**src/rtl/tape_pkg.sv**
```systemverilog
// rtl/tape_pkg.sv - shared types and symbol helpers for the tape symbol packer
`timescale 1ns/1ps

package tape_pkg;

    typedef enum logic [1:0] {
        ST_IDLE  = 2'd0,
        ST_SHIFT = 2'd1,
        ST_PAD   = 2'd2,
        ST_DONE  = 2'd3
    } tape_state_t;

    function automatic int symbols_per_byte(input int symbol_w);
        if (symbol_w <= 0) return 1;
        return 8 / symbol_w;
    endfunction

    // Returns the idx-th symbol of byte b, right-justified in an 8-bit word.
    function automatic logic [7:0] sym_select(input logic [7:0] b,
                                              input logic [2:0] idx,
                                              input int symbol_w,
                                              input int msb_first);
        int         sh;
        logic [7:0] mask;
        mask = 8'hFF >> (8 - symbol_w);
        if (msb_first != 0) sh = 8 - symbol_w * (int'(idx) + 1);
        else                sh = symbol_w * int'(idx);
        return (b >> sh) & mask;
    endfunction

endpackage

```
**src/rtl/tape_line_counter.sv**
```systemverilog
// rtl/tape_line_counter.sv - modulo-LINE_SYMBOLS position counter with wrap pulse
`timescale 1ns/1ps

module tape_line_counter #(
    parameter int LINE_SYMBOLS = 320,
    parameter int POS_W        = 9
) (
    input  logic             clk,
    input  logic             rst,
    input  logic             en,
    output logic [POS_W-1:0] pos,
    output logic             wrap
);

    localparam logic [POS_W-1:0] LAST = POS_W'(LINE_SYMBOLS - 1);

    assign wrap = en && (pos == LAST);

    always_ff @(posedge clk or negedge rst) begin
        if (!rst) begin
            pos <= '0;
        end else if (wrap) begin
            pos <= '0;
        end else if (en) begin
            pos <= pos + 1'b1;
        end
    end

endmodule

```
**src/rtl/tape_symbol_packer.sv**
```systemverilog
// rtl/tape_symbol_packer.sv - splits rx bytes into symbols and pads frames to whole video lines
`timescale 1ns/1ps

module tape_symbol_packer
    import tape_pkg::*;
#(
    parameter int SYMBOL_W     = 4,
    parameter int FIFO_AW      = 9,
    parameter int HIGH_WATER   = 480,
    parameter int MSB_FIRST    = 1,
    parameter int LINE_SYMBOLS = 320,
    parameter int IDLE_SYMBOL  = 0,
    parameter int CNT_W        = 16
) (
    input  logic                clk,
    input  logic                rst,
    input  logic [7:0]          rx_data,
    input  logic                rx_valid,
    output logic                rx_ready,
    input  logic                rx_last,
    input  logic                rx_user,
    output logic [SYMBOL_W-1:0] wr_data,
    output logic                wr_req,
    input  logic [FIFO_AW-1:0]  wr_used_words,
    output logic [CNT_W-1:0]    frame_count,
    output logic [CNT_W-1:0]    error_count,
    output logic                busy
);

    localparam int                  N         = symbols_per_byte(SYMBOL_W);
    localparam logic [2:0]          LAST_IDX  = 3'(N - 1);
    localparam int                  LINE_PW   = (LINE_SYMBOLS > 1) ? $clog2(LINE_SYMBOLS) : 1;
    localparam logic [LINE_PW-1:0]  LINE_LAST = LINE_PW'(LINE_SYMBOLS - 1);
    localparam logic [FIFO_AW:0]    HW_EXT    = (FIFO_AW + 1)'(HIGH_WATER);
    localparam logic [SYMBOL_W-1:0] IDLE_S    = SYMBOL_W'(IDLE_SYMBOL);

    if (!(SYMBOL_W == 1 || SYMBOL_W == 2 || SYMBOL_W == 4 || SYMBOL_W == 8)) begin : g_bad_symbol_w
        $error("tape_symbol_packer: SYMBOL_W must be 1, 2, 4 or 8");
    end
    if (LINE_SYMBOLS < 1) begin : g_bad_line_symbols
        $error("tape_symbol_packer: LINE_SYMBOLS must be >= 1");
    end

    tape_state_t         state_q, state_d;
    logic [7:0]          shift_reg;
    logic [2:0]          idx;
    logic                last_q;
    logic                user_q;
    logic                out_of_reset;
    logic                space;
    logic                emit;
    logic                load;
    logic                count_frame;
    logic                line_en;
    logic                line_wrap;
    logic [LINE_PW-1:0]  line_pos;
    logic [SYMBOL_W-1:0] cur_sym;
    logic [SYMBOL_W-1:0] emit_data;

    assign space   = ({1'b0, wr_used_words} < HW_EXT);
    assign cur_sym = SYMBOL_W'(sym_select(shift_reg, idx, SYMBOL_W, MSB_FIRST));
    assign busy    = (state_q != ST_IDLE);

    tape_line_counter #(
        .LINE_SYMBOLS (LINE_SYMBOLS),
        .POS_W        (LINE_PW)
    ) u_line (
        .clk  (clk),
        .rst  (rst),
        .en   (line_en),
        .pos  (line_pos),
        .wrap (line_wrap)
    );

    always_comb begin
        state_d     = state_q;
        rx_ready    = 1'b0;
        emit        = 1'b0;
        emit_data   = '0;
        line_en     = 1'b0;
        load        = 1'b0;
        count_frame = 1'b0;
        case (state_q)
            ST_IDLE: begin
                // Held low for the first cycle after reset so every output reads 0 in reset.
                rx_ready = out_of_reset;
                if (rx_valid && out_of_reset) begin
                    load    = 1'b1;
                    state_d = ST_SHIFT;
                end
            end
            ST_SHIFT: begin
                if (space) begin
                    emit      = 1'b1;
                    emit_data = cur_sym;
                    line_en   = 1'b1;
                    if (idx == LAST_IDX) begin
                        if (last_q) begin
                            state_d = (line_pos != LINE_LAST) ? ST_PAD : ST_DONE;
                        end else begin
                            rx_ready = 1'b1;
                            if (rx_valid) load = 1'b1;
                            else          state_d = ST_IDLE;
                        end
                    end
                end
            end
            ST_PAD: begin
                if (space) begin
                    emit      = 1'b1;
                    emit_data = IDLE_S;
                    line_en   = 1'b1;
                    if (line_wrap) state_d = ST_DONE;
                end
            end
            ST_DONE: begin
                count_frame = 1'b1;
                state_d     = ST_IDLE;
            end
            default: state_d = ST_IDLE;
        endcase
    end

    always_ff @(posedge clk or negedge rst) begin
        if (!rst) begin
            state_q      <= ST_IDLE;
            shift_reg    <= '0;
            idx          <= '0;
            last_q       <= 1'b0;
            user_q       <= 1'b0;
            out_of_reset <= 1'b0;
            wr_req       <= 1'b0;
            wr_data      <= '0;
        end else begin
            state_q      <= state_d;
            out_of_reset <= 1'b1;
            wr_req       <= emit;
            wr_data      <= emit_data;
            if (load) begin
                shift_reg <= rx_data;
                last_q    <= rx_last;
                user_q    <= rx_user;
                idx       <= '0;
            end else if (emit && state_q == ST_SHIFT) begin
                idx <= (idx == LAST_IDX) ? 3'd0 : idx + 3'd1;
            end
        end
    end

    always_ff @(posedge clk or negedge rst) begin
        if (!rst) begin
            frame_count <= '0;
            error_count <= '0;
        end else if (count_frame) begin
            if (frame_count != '1)            frame_count <= frame_count + 1'b1;
            if (user_q && error_count != '1)  error_count <= error_count + 1'b1;
        end
    end

endmodule
```
**config.mk**
```make
export PLATFORM = sky130hd
export DESIGN_NAME = tape_symbol_packer
export DESIGN_NICKNAME = d
export VERILOG_FILES = /design/src/rtl/tape_pkg.sv /design/src/rtl/tape_line_counter.sv /design/src/rtl/tape_symbol_packer.sv
export SDC_FILE = /design/constraint.sdc
export NUM_CORES = 1
export LEC_CHECK = 0
export BUFFER_PORTS_ARGS = -buffer_cell sky130_fd_sc_hd__buf_2
export CORE_MARGIN = 3
export CORE_UTILIZATION = 45
export CTS_CLUSTER_SIZE = 10
export DETAILED_ROUTE_END_ITERATION = 7
export PLACE_DENSITY = 0.76
export SLEW_MARGIN = 5
export SYNTH_ARGS = -nofsm -noshare
export SYNTH_HDL_FRONTEND = slang
export SYNTH_SLANG_ARGS = --single-unit
```
**constraint.sdc**
```tcl
create_clock -name clk -period 2.09 [get_ports clk]
set_clock_uncertainty 0.15 [all_clocks]
set_input_delay 0.209 -clock clk [delete_from_list [all_inputs] [get_ports clk]]
set_output_delay 0.209 -clock clk [all_outputs]
set_load 0.02 [all_outputs]
```
==> flow_summary.toml <==
[setup_path]
cp_data_required_time_ps = 2160
startpoint = "idx[1]"
critPathMaxFanout = 13
worstSetupStartpointType = "flop"
r2r_setup_slack_ps = 90
end_kind = "flop"
cp-endpoint = "shift_reg[3]"
reg2reg_to = "shift_reg[3]"
arrival_ps = 2070
rr_worst_depth = 7
timing.rr.start = "idx[1]"
crit_type = "reg -> reg"

[logic_synthesis]
avgSynthCellArea_um2 = 10.82
synthDistinctLibCells = 50
synth-async-reset-ratio = 1.000
ys_seq_elements = 62
netlist_area_um2 = 3072
synth_edf_count = 0
ys_warn_count = 0
synth_ff_type = "dfrtp_1"
synth_fp_nets = 316
syn_inst = 284
ys_seq_area_frac = 0.5051

[place]
place_area_um2 = 3608
place.gp.congestion = 0.8208
post-place-ws_ps = 48.18
hpwl_um = 4483
portBuffers = 55

[die]
die_area_um2 = 7854
num_io_pins = 61
die_y_um = 88.62
die_w_um = 88.62
fp.coreArea_um2 = 6495
start_util = 0.4729
rows = 29

[hold_path]
holdCritPathClass = "in -> reg"

[run_status]
run_status = "finished clean"

[timing]
period_share = 0.9589
hold_viol = 0
final_max_slew_viol_count = 0
clock.fmax_ghz = 0.4990
period_needed_ps = 2004
finalSetupViolations = 0
whs_ps = 212.1
finalSetupTns_ps = 0
setup_ws_ps = 85.93
slew_headroom = 0.6184
worst_pin_slew_ps = 572.4
rsz0062_at_grt = "no"

[global_route]
grt_max_degree = 39
grt_pass1_wl_um = 11200
grt_overflow = 0
grt_use_total = 0.1830
antenna_found_initial = 0
grt_pass1_vias = 2554

[power]
powerDensity_nw_per_um2 = 1070
vdd_drop_max_uv = 653.1
p_switching_w = 0.001457
power.leakage_nw = 1.862
seq_power_share = 0.414
pwr-share-comb = 0.333
cell_internal_pwr_w = 0.002766
clkPwrFrac = 0.254
p_sw_frac = 0.3451

[clock_network]
cts_sinks = 62
postCtsSetupBuffers = 0
cts_tree = "built"
path_clk_slew_ps = 70
clock_latency_ps = 330
ctsLongestPathBuffers = 2
htree_levels = 3
cts-root-buf = "clkbuf_8"
cts_buffers = 9

[layout]
mostFrequentLayoutCells = "dfrtp_1 (60), buf_2 (55), nand2_1 (21), xnor2_1 (21), buf_4 (19)"
drive_above_1_share = 0.3151
layout_commonest_cell = "dfrtp_1"
final_core_util = 0.6074
syn_to_final_growth_pct = 28.43
layout.nets = 411
seq_area_um2 = 1554
largest_registers = "error_count: 16 flops, frame_count: 16 flops, u_line.pos: 9 flops"
multiInputGateArea_um2 = 1469
antenna_cells = 0
num-fill-cells = 534
final_area_um2 = 3945

[drt]
wirelength_um = 6134
drt_iter0_drc = 74
wl_per_cell_um = 13.31
drc = 0
routed_via_density = 5.384
route.vias.total = 2482
ant_nets = 0
dr.pass1.iters = 4

[flow_run]
timing.max_cap.violations = 0
[cell type report]
| class | instances | share of cell area |
|---|---|---|
| Multi-Input combinational cell | 206 | 0.3723 |
| Timing Repair Buffer | 87 | 0.1440 |
| Sequential cell | 62 | 0.3939 |
| Tap cell | 77 | 0.02442 |
| Clock buffer | 11 | 0.03838 |
| Clock inverter | 5 | 0.01459 |
| Inverter | 13 | 0.01237 |
[critical path, cell delays in order, from the launching register on]
cell	delay, ps
dfrtp_1	410
inv_1	60
ha_1	200
nor3b_2	160
a32o_2	270
and2_1	180
buf_12	150
mux2_1	300
[power groups by stage]
stage | Sequential, W | Clock (W) | Combinational [W]
2_1_floorplan | 0.00186 | 0 | 0.000797
3_3_place_gp | 0.00175 | 0 | 0.00133
3_5_place_dp | 0.00177 | 0 | 0.00138
4_1_cts | 0.00174 | 0.00110 | 0.00140
5_1_grt | 0.00179 | 0.00118 | 0.00157
6_report | 0.00175 | 0.00107 | 0.00140
[Yosys cell counts (2+ instances only)]
cell / instances / area (µm²)
a21oi_1: 10 / 50.05
a22oi_1: 4 / 30.03
a31oi_1: 2 / 12.51
and2_1: 5 / 31.28
and3_1: 5 / 31.28
and4_1: 2 / 17.52
buf_2: 2 / 10.01
dfrtp_1: 62 / 1551
ha_1: 10 / 125.1
inv_1: 13 / 48.80
mux2_1: 3 / 33.78
mux2_2: 15 / 168.9
nand2_1: 21 / 78.83
nand2b_1: 3 / 18.77
nand3_1: 13 / 65.06
nand4_1: 12 / 75.07
nand4_2: 3 / 37.54
nor2_1: 18 / 67.56
nor2b_1: 2 / 12.51
nor3_1: 6 / 30.03
nor3b_1: 2 / 15.01
nor4_1: 5 / 31.28
o2111ai_1: 2 / 17.52
o21a_1: 4 / 30.03
o21ai_0: 7 / 35.03
o31ai_1: 2 / 15.01
or3_1: 5 / 31.28
xnor2_1: 21 / 183.9
xor2_1: 4 / 35.03
[cell families (layout without fill, tap and decap cells)]
group	Yosys count	in the layout	share of synthesized area
and+or+nand+nor	107	107	0.1902
adders and majority gates	10	10	0.04073
xor gates and xnor gates	25	25	0.07128
DFF	62	62	0.5051
other	1	1	0.001221
buffers and inverters	16	116	0.02281
AOI/OAI and AO/OA	44	44	0.09939
muxes	19	19	0.06925
[worst min-delay path by stage]
stage / start / to / slack, ps / depth (start not counted)
CTS: rx_valid / idx[1] / 190 / 4
finish: rx_valid / idx[1] / 210 / 4
global route: rx_valid / idx[1] / 220 / 4
detailed placement: rst / error_count[5] / 90 / 1
global placement: rst / error_count[7] / 90 / 1
floorplan: rst / async pin / -240 / 0
[metrics by stage]
step                cells  total power, W
finish                461        0.004223
detailed placement    434        0.003144
global route          461        0.004542
floorplan             284        0.002653
global placement      434        0.003086
CTS                   461        0.004250
[repair_timing]
action / 4_1_cts / 5_1_grt
resized for setup: 0 / 4
hold endpoints to repair: 34 / 0
hold buffers: 11 / 0
setup endpoints to repair: 0 / 7
[metal layers]
metal,vias up,share of wire,track usage
li1,1226,-,-
met1,1180,0.45,0.2120
met2,65,0.49,0.3084
met3,11,0.042,0.05866
met4,0,0.015,0.08242
met5,-,0,0
Note: power is estimated with default switching activity, not from simulation.
